===== src/rtl/dnd_event_classifier.sv =====
// dnd_event_classifier: buffers events awaiting MLP scores, thresholds them and forwards signal events.
module dnd_event_classifier #(
    parameter int CAVIAR_X_Y_BITS = 9,
    parameter int TIMESTAMP_BITS  = 16,
    parameter int W_Y             = 17,
    parameter int DEPTH           = 8,
    parameter int CNT_W           = 16
) (
    input  logic                         clk,
    input  logic                         rst,
    input  logic [2*CAVIAR_X_Y_BITS:0]   evt_in,
    input  logic [TIMESTAMP_BITS-1:0]    evt_ts_in,
    input  logic                         evt_in_vld,
    input  logic [W_Y-1:0]               mlp_out,
    input  logic                         mlp_out_vld,
    input  logic [W_Y-1:0]               threshold,
    input  logic                         filter_en,
    output logic [2*CAVIAR_X_Y_BITS:0]   evt_out,
    output logic [TIMESTAMP_BITS-1:0]    evt_ts_out,
    output logic [W_Y-1:0]               evt_score_out,
    output logic                         evt_out_vld,
    input  logic                         evt_out_rdy,
    output logic [CNT_W-1:0]             pass_cnt,
    output logic [CNT_W-1:0]             noise_cnt,
    output logic [CNT_W-1:0]             loss_cnt,
    output logic [$clog2(DEPTH):0]       pending,
    output logic                         err_orphan
);
    localparam int EW = 2*CAVIAR_X_Y_BITS+1;
    localparam int AW = $clog2(DEPTH);
    localparam int PW = AW+1;

    logic [EW-1:0]             evt_mem_q [DEPTH];
    logic [TIMESTAMP_BITS-1:0] ts_mem_q  [DEPTH];
    logic [AW-1:0]             rd_q, rd_d, wr_q, wr_d;
    logic [PW-1:0]             cnt_q, cnt_d;
    logic                      vld_q, vld_d, err_q, err_d;
    logic [EW-1:0]             evt_q, evt_d;
    logic [TIMESTAMP_BITS-1:0] ts_q, ts_d;
    logic [W_Y-1:0]            score_q, score_d;
    logic [CNT_W-1:0]          pass_q, pass_d, noise_q, noise_d, loss_q, loss_d;
    logic                      empty, full, pop, push, is_sig, out_free, load, busy_drop;
    logic [1:0]                loss_inc;

    // An input drop and a busy-output drop can coincide, so increments reach 2.
    function automatic logic [CNT_W-1:0] sat(input logic [CNT_W-1:0] c, input logic [1:0] inc);
        logic [CNT_W:0] s;
        s = {1'b0, c} + (CNT_W+1)'(inc);
        return s[CNT_W] ? '1 : s[CNT_W-1:0];
    endfunction

    always_comb begin
        empty     = cnt_q == '0;
        full      = cnt_q == PW'(DEPTH);
        pop       = mlp_out_vld && !empty;
        push      = evt_in_vld && (!full || pop);
        is_sig    = !filter_en || ($signed(mlp_out) >= $signed(threshold));
        out_free  = !vld_q || evt_out_rdy;
        load      = pop && is_sig && out_free;
        busy_drop = pop && is_sig && !out_free;
        loss_inc  = {1'b0, evt_in_vld && !push} + {1'b0, busy_drop};
        rd_d      = rd_q + AW'(pop);
        wr_d      = wr_q + AW'(push);
        cnt_d     = cnt_q + PW'(push) - PW'(pop);
        vld_d     = load || (vld_q && !evt_out_rdy);
        evt_d     = load ? evt_mem_q[rd_q] : evt_q;
        ts_d      = load ? ts_mem_q[rd_q] : ts_q;
        score_d   = load ? mlp_out : score_q;
        pass_d    = sat(pass_q, {1'b0, load});
        noise_d   = sat(noise_q, {1'b0, pop && !is_sig});
        loss_d    = sat(loss_q, loss_inc);
        err_d     = err_q || (mlp_out_vld && empty);
    end

    always_ff @(posedge clk) begin
        if (rst) begin
            rd_q    <= '0;
            wr_q    <= '0;
            cnt_q   <= '0;
            vld_q   <= 1'b0;
            evt_q   <= '0;
            ts_q    <= '0;
            score_q <= '0;
            pass_q  <= '0;
            noise_q <= '0;
            loss_q  <= '0;
            err_q   <= 1'b0;
        end else begin
            rd_q    <= rd_d;
            wr_q    <= wr_d;
            cnt_q   <= cnt_d;
            vld_q   <= vld_d;
            evt_q   <= evt_d;
            ts_q    <= ts_d;
            score_q <= score_d;
            pass_q  <= pass_d;
            noise_q <= noise_d;
            loss_q  <= loss_d;
            err_q   <= err_d;
        end
    end

    always_ff @(posedge clk) begin
        if (push) begin
            evt_mem_q[wr_q] <= evt_in;
            ts_mem_q[wr_q]  <= evt_ts_in;
        end
    end

    assign evt_out       = evt_q;
    assign evt_ts_out    = ts_q;
    assign evt_score_out = score_q;
    assign evt_out_vld   = vld_q;
    assign pass_cnt      = pass_q;
    assign noise_cnt     = noise_q;
    assign loss_cnt      = loss_q;
    assign pending       = cnt_q;
    assign err_orphan    = err_q;
endmodule


===== config.mk =====
export PLATFORM = sky130hd
export DESIGN_NAME = dnd_event_classifier
export DESIGN_NICKNAME = d
export VERILOG_FILES = /design/src/rtl/dnd_event_classifier.sv
export SDC_FILE = /design/constraint.sdc
export NUM_CORES = 1
export LEC_CHECK = 0
export CAP_MARGIN = 20
export CORE_MARGIN = 2
export CORE_UTILIZATION = 56
export DETAILED_ROUTE_END_ITERATION = 6
export PLACE_DENSITY = 0.8
export SYNTH_ARGS = -nofsm -noshare
export SYNTH_HDL_FRONTEND = slang
export SYNTH_SLANG_ARGS = --single-unit

===== constraint.sdc =====
create_clock -name clk -period 6.4 [get_ports clk]
set_clock_uncertainty 0.05 [all_clocks]
set_input_delay 1.28 -clock clk [delete_from_list [all_inputs] [get_ports clk]]
set_output_delay 1.28 -clock clk [all_outputs]
set_load 0.05 [all_outputs]

==> out/qor.csv <==
stage,metric,value,unit
status,status,"finished, final reports clean",
sta,Final Cycle Share,82.3,%
global_route,total track usage,22.1,%
global_route,GRT overflow,0,
critical_path,"Max FO, Critical Path",13,
yosys,Post-synth top cells,"edfxtp_1 (280), dfxtp_1 (112), mux4_2 (70)",
routing,total routed wirelength,32600,microns
yosys,Netlist Area Pre-Place,0.0159,sq mm
sta,TNS Setup,0,ns
yosys,"area leader, netlist",edfxtp_1,
floorplanning,Core ar.,0.0279,sq mm
routing,Post-route DRC,0,
routing,Detail Route Antenna Nets,0,
yosys,Post-synth EDFFs,280,
cts,worst-skew pair later-pin latency,0.53,ns
cells_and_area,multi-input gate area in the final layout,0.00496,sq mm
power_and_ir_drop,worst-case vdd ir drop,239,uV
cts,# Post-CTS Setup Buffers,0,
sta,Worst Tran Pin Value,1.06,ns
cts,clock-pin slew on the worst setup and hold paths,0.06,ns
yosys,number of synthesized register bits,392,
power_and_ir_drop,Clock Power Share,31.5,%
global_route,vias in the first global route,9089,
global_route,antenna violations before repair,1,
yosys,yosys warns,0,
critical_path,CP Capture Type,flip-flop,
routing,drt initial violations,606,
power_and_ir_drop,combinational share of power,24.9,%
critical_path,Crit Reg-Reg Endpoint,loss_cnt[0],
sta,Tmin final,5.27,ns
cells_and_area,Fillers,1814,
floorplanning,total die area,0.0297,sq mm
sta,fin. max-slew vios,0,
yosys,post-synthesis cell count,1006,
cts,"Gates resized, CTS repair",0,
sta,slew margin rel.,29.1,%
power_and_ir_drop,Power Density,368,mW/mm^2
critical_path,R2R cell count,15,
cells_and_area,# nets final,1304,
cts,Root Driver,clkbuf_16,
floorplanning,Row Count,61,
yosys,syn avg cell area,15.8,sq um
worst_hold_path,Hold Path Class,reg -> reg,
worst_hold_path,hold path depth,2,
cts,total CTS buffers,40,
global_route,largest net degree at the start of global routing,92,
floorplanning,top-level I/O count,181,
cts,CTS tree,built,
yosys,Netlist cell types,45,
critical_path,reg2reg setup slack,2.44,ns
cts,clk sinks,392,
yosys,sequential fraction of the synthesis area,67.1,%
cells_and_area,layout cell share with drive strength beyond 1,15.3,%
routing,vias per inst,5.60,
global_route,first-pass GRT wire length,49600,microns
cts,Max clock buf depth,3,
power_and_ir_drop,P_leak,0.00652,uW
yosys,"top cells by area, synth","edfxtp_1 (53%), dfxtp_1 (14%), mux4_2 (9.9%)",
power_and_ir_drop,internal power,5090,uW
cts,H-tree depth,2,
sta,Final Hold Fails,0,
place,Cells after DPL,1531,
routing,Vias,8998,
place,dpl hpwl,19600,microns
sta,maximum clock frequency,190,MHz
power_and_ir_drop,Tot Pwr,7160,uW
critical_path,Critical R2R Launch,pending[2],
power_and_ir_drop,Net Sw Frac,28.9,%
sta,setup violators final,0,
yosys,Synth Flop Type,edfxtp_1,
floorplanning,Die Ht,172,microns
yosys,Async SR Flop Fraction,0,%
worst_hold_path,hold endpoint,evt_score_out[2],
critical_path,Crit-path slowest cell,or4_1,
cts,CTS Hold Buffers Added,0,
place,PortBufs,180,
routing,routed len/inst,20.3,microns
critical_path,crit start category,input pin,
power_and_ir_drop,power share of the sequential group,43.6,%
worst_hold_path,min-delay src,evt_score_out[2],
cells_and_area,FF+latch area,0.0107,sq mm
critical_path,crit-path cells,"clkdlybuf4s50_1, inv_1, ha_1, nand4_1, or4_1, nand3_1, o21ai_0, or2_2, fa_1, inv_1, ha_1, nand2_1, nor4_1, and2_1, nand4_1, a21oi_1",
critical_path,Setup Crit Path Kind,in -> reg,
cells_and_area,Layout area overhead,22.5,%
floorplanning,Starting Density,57.0,%
sta,RSZ-0062 raised after global routing,no,
place,Final Wtd Congestion,0.841,
yosys,Synth top area share,53.0,%
floorplanning,Die X,172,microns
critical_path,critical path's largest stage delay,0.59,ns
cells_and_area,Post-Layout Cell Count,1608,
job,MaxCap Viol Count,0,
power_and_ir_drop,Psw,2070,uW
critical_path,crit path DAT,5.66,ns
critical_path,Worst Path Required,6.79,ns
yosys,Post-Syn Nets,1114,
routing,drt pass-1 iters,7,
yosys,dominant cell by count in the synthesized netlist,edfxtp_1,
## state kept, by name, summed over array words and instances (netlist names)
| register | flops |
|---|---|
| evt_mem_q | 152 |
| ts_mem_q | 128 |
| evt_out | 19 |
| evt_score_out | 17 |
| evt_ts_out | 16 |
| loss_cnt | 16 |
| noise_cnt | 16 |
| pass_cnt | 16 |
| pending | 4 |
| rd_q | 3 |
| wr_q | 3 |
| err_orphan | 1 |
| evt_out_vld | 1 |
## metal layers
| layer | GRT usage [%] | part of all wire (%) |
|---|---|---|
| met1 | 28.8 | 43 |
| met2 | 37.3 | 48 |
| met3 | 5.20 | 6.5 |
| met4 | 6.28 | 2.3 |
| met5 | 0 | 0 |
## worst max-delay path: cells and delay by family
family	cells	cell delay (ns)
simple gates	8	2.46
fa+ha+maj	3	0.85
buf+inv	3	0.61
compound gates	2	0.45
## cell type report
| class | count | share of cell area [%] |
|---|---|---|
| Antenna cell | 2 | 0.0257 |
| Tap cell | 378 | 2.43 |
| Sequential cell | 392 | 54.8 |
| Multi-Input combinational cell | 536 | 25.5 |
| Clock buffer | 63 | 5.90 |
| Clock inverter | 11 | 0.689 |
| Inverter | 31 | 0.611 |
| Timing Repair Buffer | 195 | 10.0 |
## layout by cell type (no fill, tap or decap), drive strengths merged, types with 16 or more instances in the layout
| cell type | instances |
|---|---|
| a21oi | 47 |
| buf | 16 |
| clkbuf | 63 |
| clkdlybuf4s50 | 179 |
| dfxtp | 112 |
| edfxtp | 280 |
| ha | 31 |
| inv | 33 |
| mux2 | 36 |
| mux2i | 54 |
| mux4 | 70 |
| nand2 | 24 |
| nand2b | 41 |
| nand3 | 23 |
| nor2 | 64 |
| nor2b | 40 |
| xnor2 | 18 |
| xor2 | 17 |
## per-stage QoR
step | cell area (sq um) | setup slack [ns] | utilization [%] | hold slack [ns]
floorplan | 15900 | 0.949 | - | 0.490
global placement | 18100 | 0.700 | 65.1 | 0.408
detailed placement | 18100 | 0.592 | 65.1 | 0.418
CTS | 19400 | 1.14 | 69.7 | 0.429
global route | 19400 | 0.789 | 69.8 | 0.446
finish | 19400 | 1.13 | 69.8 | 0.423
## worst max path at each step
stage | start | end | slack (ns) | cells past startpoint
final | threshold[7] | loss_cnt[0] | 1.13 | 16
after detailed placement | threshold[7] | loss_cnt[5] | 0.59 | 16
after global routing | threshold[16] | loss_cnt[11] | 0.79 | 16
after floorplan | mlp_out_vld | evt_mem_q[0][0] | 0.95 | 4
after CTS | threshold[7] | loss_cnt[5] | 1.14 | 16
after global placement | threshold[6] | loss_cnt[1] | 0.70 | 16
## cells by family (layout without fill, tap and decap cells)
family | Yosys count | after routing | synth area share, %
adder cells (fa/ha/maj) | 33 | 33 | 2.70
AND/OR/NAND/NOR | 238 | 238 | 7.81
multiplexers | 160 | 160 | 15.9
buffers and inverters | 78 | 300 | 1.98
other | 0 | 2 | 0
AO/OA/AOI/OAI | 70 | 70 | 2.61
XOR/XNOR | 35 | 35 | 1.93
flip-flops | 392 | 392 | 67.1
## power groups by stage
stage	logic [uW]	clock network [uW]	registers (uW)
6_report	1780	2260	3120
2_1_floorplan	959	0	3450
3_3_place_gp	1730	0	3160
5_1_grt	1900	2390	3150
3_5_place_dp	1770	0	3180
4_1_cts	1790	2300	3130
(Power assumes the default switching activity.)
